[config.mk]
export PLATFORM = sky130hd
export DESIGN_NAME = ks_program_memory
export DESIGN_NICKNAME = d
export VERILOG_FILES = /design/src/rtl/ks_program_memory.sv
export SDC_FILE = /design/constraint.sdc
export NUM_CORES = 1
export LEC_CHECK = 0
export BUFFER_PORTS_ARGS = -buffer_cell sky130_fd_sc_hd__buf_4
export CAP_MARGIN = 20
export CORE_MARGIN = 3
export CORE_UTILIZATION = 52
export DETAILED_ROUTE_END_ITERATION = 7
export PLACE_DENSITY_LB_ADDON = 0.25
export SLEW_MARGIN = 20
export SYNTH_ARGS = -nofsm -noshare
export SYNTH_HDL_FRONTEND = slang
export SYNTH_SLANG_ARGS = --single-unit
[constraint.sdc]
create_clock -name clk -period 4.6 [get_ports clk]
set_input_delay 0.46 -clock clk [delete_from_list [all_inputs] [get_ports clk]]
set_output_delay 0.46 -clock clk [all_outputs]
set_load 0.005 [all_outputs]
[src/rtl/ks_program_memory.sv]
`default_nettype none
// ============================================================================
// Module   : ks_program_memory
// Purpose  : 32 x 16 program/data RAM for the K&S core with a byte-serial boot
//            loader; loader built only when KS_MEM_LOADER_EN is defined.
// Revision : 1.0 - initial release
// ============================================================================
module ks_program_memory #(
   parameter int DEPTH = 32
) (
   input  logic        clk,
   input  logic        rst_n,
   input  logic [4:0]  ram_addr,
   input  logic [15:0] ram_wdata,
   input  logic        ram_write_enable,
   output logic [15:0] ram_rdata,
   input  logic        load_valid,
   input  logic [7:0]  load_byte,
   input  logic        load_last,
   output logic        load_ready,
   output logic        cpu_rst_n,
   output logic        boot_done,
   output logic        load_odd
);

   logic [15:0] r_mem [0:DEPTH-1];
   logic        w_we;
   logic [4:0]  w_waddr;
   logic [15:0] w_wdata;
   logic        r_run;

`ifdef KS_MEM_LOADER_EN
   localparam logic [1:0] S_LOAD_HI = 2'd0;
   localparam logic [1:0] S_LOAD_LO = 2'd1;
   localparam logic [1:0] S_RUN     = 2'd2;

   logic [1:0] r_state;
   logic [1:0] w_state_nxt;
   logic [4:0] r_wptr;
   logic [7:0] r_hi;
   logic       r_odd;
   logic       w_xfer;

   assign load_ready = (r_state != S_RUN);
   assign w_xfer     = load_valid && load_ready;
   assign load_odd   = r_odd;

   // The single RAM write port is steered by the loader until RUN, then by the core.
   always_comb begin
      w_state_nxt = r_state;
      w_we        = 1'b0;
      w_waddr     = r_wptr;
      w_wdata     = {load_byte, 8'h00};
      case (r_state)
         S_LOAD_HI: begin
            if (w_xfer) begin
               if (load_last) begin
                  w_we        = 1'b1;
                  w_state_nxt = S_RUN;
               end else begin
                  w_state_nxt = S_LOAD_LO;
               end
            end
         end
         S_LOAD_LO: begin
            if (w_xfer) begin
               w_we        = 1'b1;
               w_wdata     = {r_hi, load_byte};
               w_state_nxt = (load_last || (r_wptr == 5'(DEPTH - 1))) ? S_RUN : S_LOAD_HI;
            end
         end
         S_RUN: begin
            w_we    = ram_write_enable;
            w_waddr = ram_addr;
            w_wdata = ram_wdata;
         end
         default: w_state_nxt = S_LOAD_HI;
      endcase
   end

   always_ff @(posedge clk or negedge rst_n) begin
      if (!rst_n) begin
         r_state <= S_LOAD_HI;
         r_wptr  <= 5'd0;
         r_hi    <= 8'h00;
         r_odd   <= 1'b0;
         r_run   <= 1'b0;
      end else begin
         r_state <= w_state_nxt;
         // Registered from the next state so the core leaves reset on the final byte's edge.
         r_run   <= (w_state_nxt == S_RUN);
         if (w_xfer && (r_state == S_LOAD_HI)) begin
            r_hi <= load_byte;
            if (load_last) begin
               r_odd <= 1'b1;
            end
         end
         if (w_xfer && (r_state == S_LOAD_LO) && (r_wptr != 5'(DEPTH - 1))) begin
            r_wptr <= r_wptr + 5'd1;
         end
      end
   end
`else
   logic w_unused_load;

   assign w_unused_load = &{1'b0, load_valid, load_byte, load_last};
   assign load_ready    = 1'b0;
   assign load_odd      = 1'b0;
   assign w_we          = ram_write_enable;
   assign w_waddr       = ram_addr;
   assign w_wdata       = ram_wdata;

   always_ff @(posedge clk or negedge rst_n) begin
      if (!rst_n) begin
         r_run <= 1'b0;
      end else begin
         r_run <= 1'b1;
      end
   end
`endif

   assign cpu_rst_n = r_run;
   assign boot_done = r_run;
   assign ram_rdata = r_mem[ram_addr];

   always_ff @(posedge clk or negedge rst_n) begin
      if (!rst_n) begin
         for (int i = 0; i < DEPTH; i++) begin
            r_mem[i] <= 16'h0000;
         end
      end else if (w_we) begin
         r_mem[w_waddr] <= w_wdata;
      end
   end

endmodule
`default_nettype wire

==> summary.md, run 1 <==
| Metric | Value |
|---|---|
| WS Path Type | in -> out |
| Total GRT Usage | 0.236 |
| Proportion of layout cells with a drive suffix above 1 | 0.419 |
| Distinct cell type count after synthesis | 34 |
| Worst Skew | 0 ns |
| Worst-Skew Late Latency | just under 0.6 ns |
| Die H | 219 um |
| Commonest non-fill, non-tap cell in the layout | dfrtp_1 |
| Die Area | around 48,000 um^2 |
| PwrDens | approximately 450 nW/um^2 |
| Main synth FF type | dfrtp_1 |
| FF+latch count, synth | 513 |
| CTS Sinks | 513 |
| PortBufs | 41 |
| Worst-Margin Slew | 1.12 ns |
| Boundary Pins | 54 |
| Relative slew margins | 0.246 |
| Die X | 219 um |
| Data arrival time of the worst path | ~3.1 ns |
| Setup TNS | 0 ns |
| Number of global-route vias before repair | 14,500 |
| Min Tclk post-route | between 3 and 4 ns |
| Finished Core Util | 0.587 |
| Core box area | around 45,000 um^2 |
| Worst Path Max Fanout | 96 |
| Grt total ovfl | 0 |
| H-tree levels | 2 |
| Clk buf depth | 3 |
| Fmax | around 280 MHz |
| Initial DRC count | 983 |
| Status | finished clean |
| Post-Syn Area | 23,700 um^2 |
| First-pass GRT wire length | 86,500 um |
| CP Data Required Time | 4.14 ns |
| Postcts setup bufs | 0 |
| Clock network fraction of design power | 0.361 |
| Final setup vio count | 0 |
| Total CTS buffers | 53 |
| Post-synth EDFFs | 0 |
| Peak supply drop | between 200 and 300 uV |
| R2R depth | 1 |
| Min-delay worst type | in -> reg |
| Leakage dissipation | between 0.01 and 0.015 uW |
| Syn avg cell area | 14.1 um^2 |
| Final hold violations | 0 |
| Gate Count Post-Synth | 1,676 |
| Final Cycle Share | 0.781 |
| Clk root buf | clkbuf_16 |
| Vias post-DR | 13,800 |
| Initial Utilization | 0.531 |
| Hold Crit Start | ram_wdata[13] |
| Max cap viols | 0 |
| Dpl hpwl | 33,100 um |
| Min-Delay Path Depth | 2 |
| Sequential share of the synthesized area | 0.542 |
| Layout net count | 1,700 |
| Switching power | 2920 uW |
| Most frequent cells in the layout | dfrtp_1, mux2_2, mux2i_1 |
| Sw Share | 0.246 |
| Synth top area share | 0.542 |
| Area Overhead vs Synth | 10.7% |
| GP Congestion | 0.755 |
| Synth area leaders | dfrtp_1, mux2_2, mux2i_1, o22ai_1, buf_2 |
| Wire per inst | between 20 and 25 um |
| Post-synthesis async set-or-reset flop share | 1.00 |
| DRC viols | 0 |
| WL final | 55,800 um |
| FF-to-FF Start | r_mem[154]$_DFFE_PN0P_ |
| Critical path capture point type | output pin |
| Startpoint types | input port |
| Worst Setup SP | ram_addr[0] |
| Yosys top cell by area | dfrtp_1 |
| Internal power | 8970 uW |
| Clock-pin slew on the worst setup and hold paths | 0.06 ns |
| DRT Pass-1 Iters | 5 |
| Initial antenna violation count | 0 |
| Via density | 6.01 |
| Combinational Power Share | 0.149 |
| RSZ-0062 raised after global routing | no |
| Max Slew Vio Count | 0 |
| DRT antenna net count | 0 |
| CTS tree | done |
| Reg power frac | 0.490 |
| Yosys warnings | 0 |
| # rows | 77 |
| Largest net degree at the start of global routing | 129 |
[state kept, by name, indices dropped and copies added (netlist names)]
register   flops
r_mem        512
boot_done      1
[cell families after synthesis]
logic type,after synthesis,share of synthesized area
and+or+nand+nor,113,0.0375
DFF,513,0.542
muxes,768,0.353
AOI/OAI and AO/OA,128,0.0338
other,2,0.000317
buffers and inverters,152,0.0329
[metrics by stage]
step / power (uW) / hold WS [ns] / worst slack, ns / instance area (um^2) / std cells
after floorplan: 7110 / 0.164 / 2.30 / 23700 / 1677
after global placement: 7540 / 0.467 / 1.13 / 24400 / 2200
after detailed placement: 7670 / 0.474 / 1.11 / 24400 / 2200
after CTS: 12000 / 0.0139 / 1.09 / 26100 / 2292
after global routing: 12500 / 0.378 / 0.936 / 26200 / 2295
final: 11900 / 0.378 / 1.01 / 26200 / 2297
[final timing paths]
path | to | slack, ns
min in group asynchronous | r_mem[72]$_DFFE_PN0P_ | 0.42
min reg2reg | r_mem[285]$_DFFE_PN0P_ | 0.49
max | ram_rdata[8] | 1.01
max in group asynchronous | r_mem[3]$_DFFE_PN0P_ | 2.95
min | r_mem[285]$_DFFE_PN0P_ | 0.38
max reg2reg | r_mem[154]$_DFFE_PN0P_ | 3.81
[power by group through the flow]
stage                     Combinational [uW]  Sequential [uW]  Clock, uW
final                                   1770             5820       4300
after global placement                  1710             5830          0
after CTS                               1790             5810       4400
after detailed placement                1780             5890          0
after floorplan                         1340             5760          0
after global routing                    1950             5920       4590
[routing by layer]
metal  global-route usage  part of all wire
met4               0.0810             0.029
met1                0.323              0.45
met3               0.0313             0.032
met5                    0                 0
met2                0.390              0.48
[synthesized netlist by cell type (6+ instances only)]
cell type and number:
dfrtp_1 513, mux2_2 488, mux2i_1 256, o22ai_1 128, clkbuf_1 68, buf_2 56, nor4_1 32, buf_4 20
nand2_1 18, mux2_1 14, nand2_2 11, mux2_4 10, nor2_2 9, buf_6 7, nand3_2 6, nand4bb_1 6
[critical path, stage by stage]
cell and delay [ns]:
buf_8 0.67, buf_12 0.34, mux2i_1 0.22, o22ai_1 0.11
nor4_1 0.70, nand2_1 0.22, buf_4 0.20
[repair_timing]
| item | CTS | global route |
|---|---|---|
| setup endpoints to repair | 0 | 0 |
| hold endpoints to repair | 0 | 64 |
| resized for setup | 0 | 0 |
| hold buffers | 0 | 1 |
[cell type report]
class                   count  area (um^2)
clock inverters            14          131
clock buffers              78         1640
diodes                      2         5.00
repair buffers             86          762
well taps                 592          741
multi-input cells        1012        10100
fillers                  3538        18400
flip-flops and latches    513        12800
No activity file was read; power rests on OpenSTA's default activity.
==> run 2, diff against run 1 <==
==> constraint.sdc (replaced) <==
create_clock -name clk -period 3.65 [get_ports clk]
set_input_delay 0.365 -clock clk [delete_from_list [all_inputs] [get_ports clk]]
set_output_delay 0.365 -clock clk [all_outputs]
set_load 0.005 [all_outputs]
==> summary.md, run 2 (synthesized netlist as in run 1, its figures left out) <==
| Metric | Value |
|---|---|
| H-tree levels | 2 (unchanged) |
| Area Overhead vs Synth | 11.7% |
| DRC viols | 0 (unchanged) |
| Max cap viols | 0 (unchanged) |
| Data arrival time of the worst path | 2.73 ns (-0.40 ns) |
| Via density | 6.00 (-0.14%) |
| CTS Sinks | 513 (unchanged) |
| R2R depth | 1 (unchanged) |
| Min-Delay Path Depth | 2 (unchanged) |
| Critical path's slowest cell | nand4b_1 |
| CTS tree | done |
| Top reg by flops | r_mem |
| Placed cells | 2,221 (+0.95%) |
| CP delay by family, top | simple AND/OR/NAND/NOR gates |
| Buf+Inv Stages, Crit Path | 3 (unchanged) |
| Design Power | 15,300 uW (+28%) |
| Hold Crit Start | ram_wdata[13] |
| WL final | 56,200 um (+0.73%) |
| Clk root buf | clkbuf_16 |
| Layout net count | 1,721 (+1.2%) |
| Most frequent cells in the layout | dfrtp_1, mux2_2, mux2i_1 |
| Worst Skew | 0 ns (unchanged) |
| FF-to-FF Start | r_mem[248]$_DFFE_PN0P_ |
| Die H | 219 um (unchanged) |
| Final Cycle Share | 0.847 |
| Core box area | 44,600 um^2 (unchanged) |
| R2r setup slk | 2.87 ns (-0.94 ns) |
| Status | finished clean |
| Grt total ovfl | 0 (unchanged) |
| CTS-repair resized insts | 0 (unchanged) |
| WS Path Type | in -> out |
| CP Data Required Time | 3.28 ns (-0.86 ns) |
| Die X | 219 um (unchanged) |
| Commonest non-fill, non-tap cell in the layout | dfrtp_1 |
| Wire per inst | 24.2 um (-0.53%) |
| Largest register FFs | 512 (unchanged) |
| Final hold violations | 0 (unchanged) |
| Final setup vio count | 0 (unchanged) |
| Worst-Skew Late Latency | 0.59 ns (about the same) |
| CP max stage delay | 0.83 ns (+0.13 ns) |
| Critical path capture point type | output pin |
| Worst Setup SP | ram_addr[4] |
| Startpoint types | input port |
| Relative slew margins | 0.362 (+0.116) |
| DRT antenna net count | 0 (unchanged) |
| Initial Utilization | 0.531 (unchanged) |
| Worst R2R End | r_mem[248]$_DFFE_PN0P_ |
| GP Congestion | 0.799 (+5.9%) |
| Setup TNS | 0 ns (unchanged) |
| Boundary Pins | 54 (unchanged) |
| Max Slew Vio Count | 0 (unchanged) |
| Vias post-DR | 14,000 (+1.1%) |
| Worst-Margin Slew | 0.953 ns (-0.172 ns) |
| Initial antenna violation count | 0 (unchanged) |
| Peak supply drop | 279 uV (-2.6%) |
| Proportion of layout cells with a drive suffix above 1 | 0.426 (+0.00717) |
| CTS Hold Bufs | 1 (+1) |
| First-pass GRT wire length | 86,900 um (+0.53%) |
| Min-delay worst type | in -> reg |
| Clock-pin slew on the worst setup and hold paths | 0.06 ns (about the same) |
| # rows | 77 (unchanged) |
| PwrDens | 577 nW/um^2 (+27%) |
| DRT Pass-1 Iters | 5 (unchanged) |
| Min Tclk post-route | 3.09 ns |
| Die Area | 48,100 um^2 (unchanged) |
| Leakage dissipation | 0.0124 uW (+1.3%) |
| Total CTS buffers | 55 (+3.8%) |
| Initial DRC count | 954 (-3.0%) |
| Worst Path Max Fanout | 30 (-69%) |
| Hold endpoint | r_mem[269]$_DFFE_PN0P_ |
| Most used cell, CP | buf_4 |
| Crit-path cells | buf_4 > nand4b_1 > o22ai_1 > nor4_1 > buf_4 > nand2_1 > buf_4 |
| RSZ-0062 raised after global routing | no |
| Largest net degree at the start of global routing | 112 (-13%) |
| Number of global-route vias before repair | 14,400 (-0.39%) |
| Total GRT Usage | 0.238 (+0.00180) |
| Postcts setup bufs | 0 (unchanged) |
| PortBufs | 41 (unchanged) |
| Clk buf depth | 3 (unchanged) |
| Final std cells w/o fill | 2,326 (+1.3%) |
| Dpl hpwl | 33,100 um (about the same) |
| Fmax | 324 MHz |
## run 2: changes by cell type in the layout (fill, tap and decap cells not counted), sizes merged
cell / before / now
buf: 85 / 104
clkinv: 8 / 15
clkbuf: 78 / 82
bufinv: 2 / 4
clkinvlp: 3 / 2
diode: 2 / 1
inv: 1 / 0
## run 2: worst max path at each step
stage / to / cells past startpoint / slack [ns]
6_report: ram_rdata[14] / 7 / 0.56
5_1_grt: ram_rdata[14] / 7 / 0.52
4_1_cts: ram_rdata[14] / 7 / 0.66
3_5_place_dp: ram_rdata[14] / 7 / 0.65
3_3_place_gp: ram_rdata[14] / 7 / 0.65
2_1_floorplan: ram_rdata[10] / 7 / 1.54
## run 2: final cells by class
type                            count  area, um^2
Fill cell                        3476       18100
Sequential cell                   513       12800
Antenna cell                        1        2.50
Clock inverter                     21         210
Clock buffer                       82        1670
Tap cell                          592         741
Multi-Input combinational cell   1012       10100
Timing Repair Buffer              105         931
## run 2: stage by stage
stage           util  area [um^2]  hold WS [ns]  worst slack (ns)
2_1_floorplan      -        23700        0.0694              1.54
3_3_place_gp   0.551        24600         0.468             0.649
3_5_place_dp   0.551        24600         0.479             0.651
4_1_cts        0.593        26500         0.241             0.656
5_1_grt        0.593        26500         0.294             0.518
6_report       0.593        26500         0.281             0.560
## run 2: routing by layer
metal / part of all wire / GRT usage / up-vias
li1: - / - / 6198
met1: 0.44 / 0.329 / 7383
met2: 0.49 / 0.390 / 288
met3: 0.040 / 0.0323 / 88
met4: 0.027 / 0.0767 / 0
met5: 0 / 0 / -
## run 2: power by group
group / switching [uW] / internal, uW
clock: 2250 / 3430
sequential: 541 / 6800
combinational: 958 / 1290
total: 3740 / 11500
==> run 3, diff against run 2 <==
==> constraint.sdc (replaced) <==
create_clock -name clk -period 2.8 [get_ports clk]
set_input_delay 0.28 -clock clk [delete_from_list [all_inputs] [get_ports clk]]
set_output_delay 0.28 -clock clk [all_outputs]
set_load 0.005 [all_outputs]
==> summary.md, run 3 (synthesized netlist as in run 1, its figures left out) <==
| Metric | Value |
|---|---|
| Boundary Pins | 54 (unchanged) |
| Max Slew Vio Count | 0 (unchanged) |
| DRC viols | 0 (unchanged) |
| Max cap viols | 0 (unchanged) |
| Die Area | 48,100 um^2 (unchanged) |
| Commonest non-fill, non-tap cell in the layout | dfrtp_1 |
| Final setup vio count | 0 (unchanged) |
| N_diodes | 0 (-1) |
| Sw Share | 0.249 (+0.00389) |
| Wire per inst | 24.5 um (+1.3%) |
| DRT antenna net count | 0 (unchanged) |
| CTS Sinks | 513 (unchanged) |
| WS Path Type | in -> out |
| DRT Pass-1 Iters | 5 (unchanged) |
| Worst-Margin Slew | 0.839 ns (-0.113 ns) |
| Worst Setup SP | ram_addr[3] |
| FF-to-FF Start | r_mem[246]$_DFFE_PN0P_ |
| Postcts setup bufs | 0 (unchanged) |
| Critical path capture point type | output pin |
| R2r setup slk | 1.98 ns (-0.89 ns) |
| Fmax | 364 MHz |
| Largest register FFs | 512 (unchanged) |
| Combinational Power Share | 0.152 (+0.005) |
| Total GRT Usage | 0.242 (+0.00411) |
| Switching power | 4860 uW (+30%) |
| Clk root buf | clkbuf_16 |
| Most frequent cells in the layout | dfrtp_1, mux2_2, mux2i_1 |
| Worst Path Max Fanout | 16 (-47%) |
| Dpl ws | 0.0184 ns (-0.633 ns) |
| PwrDens | 735 nW/um^2 (+27%) |
| Initial antenna violation count | 0 (unchanged) |
| Grt total ovfl | 0 (unchanged) |
| Worst R2R End | r_mem[246]$_DFFE_PN0P_ |
| Clock network fraction of design power | 0.358 (-0.014) |
| Data arrival time of the worst path | 2.47 ns (-0.26 ns) |
| Clk buf depth | 3 (unchanged) |
| Relative slew margins | 0.435 (+0.0736) |
| Internal power | 14,600 uW (+27%) |
| Clock-pin slew on the worst setup and hold paths | 0.06 ns (about the same) |
| Area occupied by multi-input gates | 10,100 um^2 (about the same) |
| Min Tclk post-route | 2.75 ns |
| Initial DRC count | 1,042 (+9.2%) |
| Startpoint types | input port |
| Core box area | 44,600 um^2 (unchanged) |
| Die H | 219 um (unchanged) |
| Vias post-DR | 13,900 (-0.17%) |
| Reg power frac | 0.490 (+0.010) |
| CTS tree | done |
| CP Data Required Time | 2.52 ns (-0.76 ns) |
| Peak supply drop | 425 uV (+52%) |
| Via density | 5.97 (-0.47%) |
| PortBufs | 41 (unchanged) |
| # rows | 77 (unchanged) |
| WL final | 57,100 um (+1.6%) |
| Initial Utilization | 0.531 (unchanged) |
| H-tree levels | 2 (unchanged) |
| R2R depth | 1 (unchanged) |
| Final hold violations | 0 (unchanged) |
| Number of global-route vias before repair | 14,600 (+1.4%) |
| Status | finished clean |
| Filler instances | 3,493 (+0.49%) |
| Final Cycle Share | 0.982 |
| First-pass GRT wire length | 88,200 um (+1.5%) |
| Top reg by flops | r_mem |
| Setup ws final | 0.0492 ns (-0.510 ns) |
| GP Congestion | 0.768 (-4.0%) |
| Area Overhead vs Synth | 12.0% |
| Total CTS buffers | 53 (-3.6%) |
| Die X | 219 um (unchanged) |
| Worst-Skew Late Latency | 0.59 ns (about the same) |
| Largest net degree at the start of global routing | 101 (-9.8%) |
| Proportion of layout cells with a drive suffix above 1 | 0.431 (+0.00436) |
| Layout net count | 1,732 (+0.64%) |
| RSZ-0062 raised after global routing | no |
| Leakage dissipation | 0.0124 uW (+0.31%) |
| Setup TNS | 0 ns (unchanged) |
| Worst Skew | 0 ns (unchanged) |
| Min-delay worst type | in -> async |
| Sequential Area | 12,800 um^2 (unchanged) |
| Dpl hpwl | 33,500 um (+1.4%) |
[run 3: how the worst max path moves through the flow]
stage,slack (ns),depth (start not counted),to
after global routing,0.05,7,ram_rdata[6]
after global placement,0.01,7,ram_rdata[6]
after CTS,0.01,7,ram_rdata[6]
final,0.05,8,ram_rdata[9]
after floorplan,0.86,7,ram_rdata[10]
after detailed placement,0.02,7,ram_rdata[6]
[run 3: layer usage]
| layer | track usage | share of wire | vias up |
|---|---|---|---|
| met5 | 0 | 0 | - |
| met4 | 0.0763 | 0.029 | 0 |
| met3 | 0.0313 | 0.039 | 88 |
| met2 | 0.398 | 0.48 | 287 |
| met1 | 0.335 | 0.45 | 7352 |
| li1 | - | - | 6206 |
[run 3: power groups by stage]
stage                     sequential [uW]  clock (uW)  combinational [uW]
after floorplan                      9470           0                2210
after global placement               9580           0                2850
after detailed placement             9680           0                2970
after CTS                            9550        7130                2980
after global routing                 9730        7420                3250
final                                9560        6980                2950
[run 3: through the flow]
stage          cells  power, uW   util  cell area [um^2]  hold slack, ns
2_1_floorplan   1677      11700      -             23700         -0.0156
3_3_place_gp    2234      12400  0.555             24700           0.248
3_5_place_dp    2234      12600  0.555             24700           0.253
4_1_cts         2333      19700  0.594             26500           0.163
5_1_grt         2333      20400  0.595             26500           0.200
6_report        2333      19500  0.595             26500           0.207
[run 3: critical path, stage by stage]
cell     delay, ns
buf_4         0.22
buf_4         0.23
or4b_1        0.42
buf_12        0.22
o22ai_1       0.12
nor4_1        0.58
nand2_1       0.19
buf_4         0.20
[run 3: cell type report]
type	count	share of cell area
Clock buffer	82	0.0629
Sequential cell	513	0.484
Tap cell	592	0.0279
Clock inverter	16	0.00349
Multi-Input combinational cell	1012	0.380
Timing Repair Buffer	118	0.0418
[run 3: what timing repair did]
item / 4_1_cts / 5_1_grt
hold endpoints to repair: 54 / 0
hold buffers: 1 / 0
endpoints found under the setup margin: 0 / 4
gates resized for setup: 0 / 2
